`src/rtl/serial_adder_pkg.sv`:
```
// Shared constants and state encoding for the bit-serial adder.
package serial_adder_pkg;

  localparam int WIDTH_DEF = 8;

  typedef enum logic [1:0] {
    IDLE  = 2'd0,
    SHIFT = 2'd1,
    DONE  = 2'd2
  } state_t;

endpackage

```
`src/rtl/fa_cell.sv`:
```
// One-bit full adder; the only arithmetic in the serial adder.
module fa_cell (
  input  logic a,
  input  logic b,
  input  logic c,
  output logic sum,
  output logic carry
);

  assign sum   = a ^ b ^ c;
  assign carry = (a & b) | (a & c) | (b & c);

endmodule

```
`src/rtl/serial_adder.sv`:
```
// Bit-serial adder: one full-adder cell, one carry flop, LSB first.
// Takes WIDTH SHIFT cycles plus one DONE cycle per addition.
module serial_adder
  import serial_adder_pkg::*;
#(
  parameter int WIDTH = WIDTH_DEF
) (
  input  logic             clk,
  input  logic             rst,
  input  logic             start,
  input  logic [WIDTH-1:0] a_in,
  input  logic [WIDTH-1:0] b_in,
  input  logic             cin,
  output logic             busy,
  output logic             done,
  output logic [WIDTH-1:0] sum_out,
  output logic             cout
);

  localparam int CW = $clog2(WIDTH);

  state_t           state, state_nxt;
  logic [WIDTH-1:0] a_r, b_r;
  logic             carry;
  logic [CW-1:0]    cnt;
  logic             fa_s, fa_c;
  logic             last;
  logic             accept;

  // Start is honoured outside SHIFT only; mid-add starts are dropped.
  assign accept = start && (state != SHIFT);
  assign last   = (cnt == CW'(WIDTH - 1));
  assign busy   = (state == SHIFT);
  assign done   = (state == DONE);

  fa_cell u_fa (
    .a     (a_r[0]),
    .b     (b_r[0]),
    .c     (carry),
    .sum   (fa_s),
    .carry (fa_c)
  );

  // State register.
  always_ff @(posedge clk or posedge rst) begin
    if (rst) state <= IDLE;
    else     state <= state_nxt;
  end

  // Next-state: DONE lasts one cycle and may chain straight into SHIFT.
  always_comb begin
    state_nxt = state;
    case (state)
      IDLE:    if (start) state_nxt = SHIFT;
      SHIFT:   if (last)  state_nxt = DONE;
      DONE:    state_nxt = start ? SHIFT : IDLE;
      default: state_nxt = IDLE;
    endcase
  end

  // Datapath: load on accept, then shift one bit per SHIFT cycle.
  // Sum bits enter from the MSB so bit 0 lands at the LSB after WIDTH shifts.
  always_ff @(posedge clk or posedge rst) begin
    if (rst) begin
      a_r     <= '0;
      b_r     <= '0;
      carry   <= 1'b0;
      cnt     <= '0;
      sum_out <= '0;
      cout    <= 1'b0;
    end else if (accept) begin
      a_r     <= a_in;
      b_r     <= b_in;
      carry   <= cin;
      cnt     <= '0;
      sum_out <= '0;
    end else if (state == SHIFT) begin
      sum_out <= {fa_s, sum_out[WIDTH-1:1]};
      a_r     <= a_r >> 1;
      b_r     <= b_r >> 1;
      carry   <= fa_c;
      cnt     <= cnt + CW'(1);
      // Carry-out is only published with the final bit.
      if (last) cout <= fa_c;
    end
  end

endmodule

```
`config.mk`:
```
export PLATFORM = sky130hd
export DESIGN_NAME = serial_adder
export DESIGN_NICKNAME = d
export VERILOG_FILES = /design/src/rtl/serial_adder_pkg.sv /design/src/rtl/fa_cell.sv /design/src/rtl/serial_adder.sv
export SDC_FILE = /design/constraint.sdc
export NUM_CORES = 1
export LEC_CHECK = 0
export CORE_ASPECT_RATIO = 0.6
export CORE_MARGIN = 3
export CORE_UTILIZATION = 45
export CTS_BUF_LIST = sky130_fd_sc_hd__clkbuf_8
export DETAILED_ROUTE_END_ITERATION = 7
export PLACE_DENSITY = 0.71
export SLEW_MARGIN = 30
export SYNTH_ARGS = -nofsm -noshare
export SYNTH_HDL_FRONTEND = slang
export SYNTH_HIERARCHICAL = 1
export SYNTH_SLANG_ARGS = --single-unit
```
`constraint.sdc`:
```
create_clock -name clk -period 1.81 [get_ports clk]
set_input_delay 0.4525 -clock clk [delete_from_list [all_inputs] [get_ports clk]]
set_output_delay 0.4525 -clock clk [all_outputs]
set_load 0.01 [all_outputs]
```
==> impl_metrics.env <==
export IMPL_status="complete, no violations"
export IMPL_cts_tree="done"
export IMPL_drt_initial_drc_count=30
export IMPL_cp_slowest_cell="dfrtp_1"
export IMPL_post_cts_buffers=0
export IMPL_gp_congestion=0.716
export IMPL_fmax_mhz=587
export IMPL_wirelength_um=2670
export IMPL_first_global_vias=922
export IMPL_floorplan_initialDensity_pct=48.1
export IMPL_synth_flop_cell="dfrtp_1"
export IMPL_crit_type="reg2out"
export IMPL_io_pins=31
export IMPL_yosysTopAreaCell="dfrtp_1"
export IMPL_antenna_left=0
export IMPL_finalSetupViolations=0
export IMPL_rows=16
export IMPL_cp_end_kind="output pin"
export IMPL_seqCellArea_um2=776
export IMPL_yosysMostFrequentCell="dfrtp_1"
export IMPL_synthCells=105
export IMPL_post_cts_resized=2
export IMPL_hold_path_class="reg2reg"
export IMPL_powerDensity_mw_per_mm2=1540
export IMPL_relSlewSlack_pct=70.5
export IMPL_min_period_ns=1.70
export IMPL_core_mm2=0.00334
export IMPL_rsz0062_at_grt="false"
export IMPL_final_util_pct=61.0
export IMPL_hold_end="cnt[0]$_DFFE_PP0P_"
export IMPL_min_delay_start="cnt[0]$_DFFE_PP0P_"
export IMPL_yosysTopAreaCellShare_pct=48.2
export IMPL_avgRoutedWirePerCell_um=14.3
export IMPL_dp_slack_ns=-0.0790
export IMPL_cp_data_required_time_ns=1.36
export IMPL_cts_root_buf="clkbuf_8"
export IMPL_setup_ws_ns=0.107
export IMPL_multi_input_comb_area_um2=744
export IMPL_antenna_found_initial=0
export IMPL_r2r_end="a_r[0]$_DFFE_PP0P_"
export IMPL_area_growth_syn_to_layout_pct=26.7
export IMPL_grt_max_degree=32
export IMPL_maxCapViolations=0
export IMPL_crit_fanout=3
export IMPL_synth_common_cells="dfrtp_1, mux2_4, mux2_2, nor2b_1, inv_1"
export IMPL_n_antenna_cell=0
export IMPL_clk_latency_ns=0.27
export IMPL_gr_usage_all_layers_pct=14.0
export IMPL_r2r_slack_ns=0.37
export IMPL_layout_drive_gt1_share_pct=38.0
export IMPL_cts_buffer_depth=2
export IMPL_grt_pass1_wl_um=4520
export IMPL_netlist_area_mm2=0.00161
export IMPL_slew_viol_final=0
export IMPL_drt_pass1_iter_count=4
export IMPL_synth_area_per_cell_um2=15.3
export IMPL_clkSinkCount=31
export IMPL_cts_hold_buf=0
export IMPL_cp_slowest_stage_delay_ns=0.40
export IMPL_finClkSkew_ns=0.00248
export IMPL_ys_warn_count=6
export IMPL_r2r_start="state[1]$_DFFE_PP0P_"
export IMPL_cts_max_level=2
export IMPL_grt_ovfl_total=0
export IMPL_synth_edf_count=0
export IMPL_die_y_um=52.3
export IMPL_synth_cell_types=17
export IMPL_hold_depth=1
export IMPL_worstRegToRegCells=3
export IMPL_place_hpwl_um=1900
export IMPL_arrival_ns=1.25
export IMPL_synth_area_leaders="dfrtp_1, mux2_4, mux2_2"
export IMPL_via_count=904
export IMPL_die_w_um=83.2
export IMPL_cts_buffers=5
export IMPL_critPathLaunchType="register"
export IMPL_synth_seq_cells=31
export IMPL_p_leak_nw=0.977
export IMPL_path_clk_slew_ns=0.06
export IMPL_final_net_count=164
export IMPL_ys_seq_area_share_pct=48.2
export IMPL_nFillCells=265
export IMPL_drc=0
export IMPL_async_reset_ff_share_pct=100
export IMPL_min_period_over_period_pct=94.1
export IMPL_port_buffer_count=30
export IMPL_path_cells="nand2b_2, inv_1, dlygate4sd2_1"
export IMPL_synth_fp_nets=128
export IMPL_die_area_mm2=0.00435
export IMPL_vdd_drop_max_mv=0.674
export IMPL_vias_per_cell=4.83
export IMPL_finalHoldViolCount=0
export IMPL_worstMarginPinSlew_ns=0.442
## placed cells by master, fill, tap and decap left out, types with 3 or more instances in the layout
| master | count |
|---|---|
| nor2b_1 | 10 |
| inv_1 | 5 |
| mux2_4 | 27 |
| mux2_2 | 14 |
| clkdlybuf4s50_1 | 28 |
| clkbuf_8 | 7 |
| buf_4 | 4 |
| dfrtp_1 | 31 |
| mux2i_1 | 3 |
## registers in the layout, indices dropped and copies added, names as in the netlist
signal and count:
state 2, cnt 3, a_r 8, b_r 8
cout 1, sum_out 8, carry 1
## layer usage
metal  GRT usage [%]  share of wire, %  vias up
li1                -                 -      431
met1            18.4                48      441
met2            20.5                43       27
met3            5.18               6.7        5
met4            6.52               1.4        0
met5               0                 0        -
## final cells by class
class	instances	share of cell area, %
sequential	31	38.0
multi-input combinational	64	36.5
timing repair buffer	35	17.1
clock buffer	7	4.72
tap	45	2.76
inverter	4	0.736
clock inverter	1	0.184
## logic make-up after synthesis
logic type	synth area share, %
fa+ha+maj	2.80
flops	48.2
mux	36.9
buf+inv	5.68
simple gates	6.07
compound gates	0.389
## how the worst max path moves through the flow
| stage | end | cells past startpoint | from |
|---|---|---|---|
| after floorplan | busy | 4 | state[1]$_DFFE_PP0P_ |
| after global placement | a_r[5]$_DFFE_PP0P_ | 4 | start |
| after detailed placement | carry$_DFFE_PP0P_ | 4 | start |
| after CTS | busy | 3 | state[1]$_DFFE_PP0P_ |
| after global routing | busy | 3 | state[1]$_DFFE_PP0P_ |
| final | busy | 3 | state[1]$_DFFE_PP0P_ |
## critical path, delay by kind of cell (launching register included)
family | cells | cell delay, ns
buf+inv | 2 | 0.37
simple gates | 1 | 0.21
flops | 1 | 0.40
## stage by stage
stage                     std cells  power, W  TNS (ns)  area (um^2)  hold WS, ns
after floorplan                 105   0.00228         0         1610        0.453
after global placement          179   0.00254    -0.272         1940        0.467
after detailed placement        179   0.00261    -0.645         1940        0.486
after CTS                       187   0.00319         0         2040        0.495
after global routing            187   0.00336         0         2040        0.528
final                           187   0.00315         0         2040        0.490
## report_power, final
group | switching, W | internal [W]
registers | 0.000188 | 0.000999
clock network | 0.000245 | 0.000341
logic | 0.000460 | 0.000913
total | 0.000893 | 0.00225
Power figures use the tool's default switching activity.
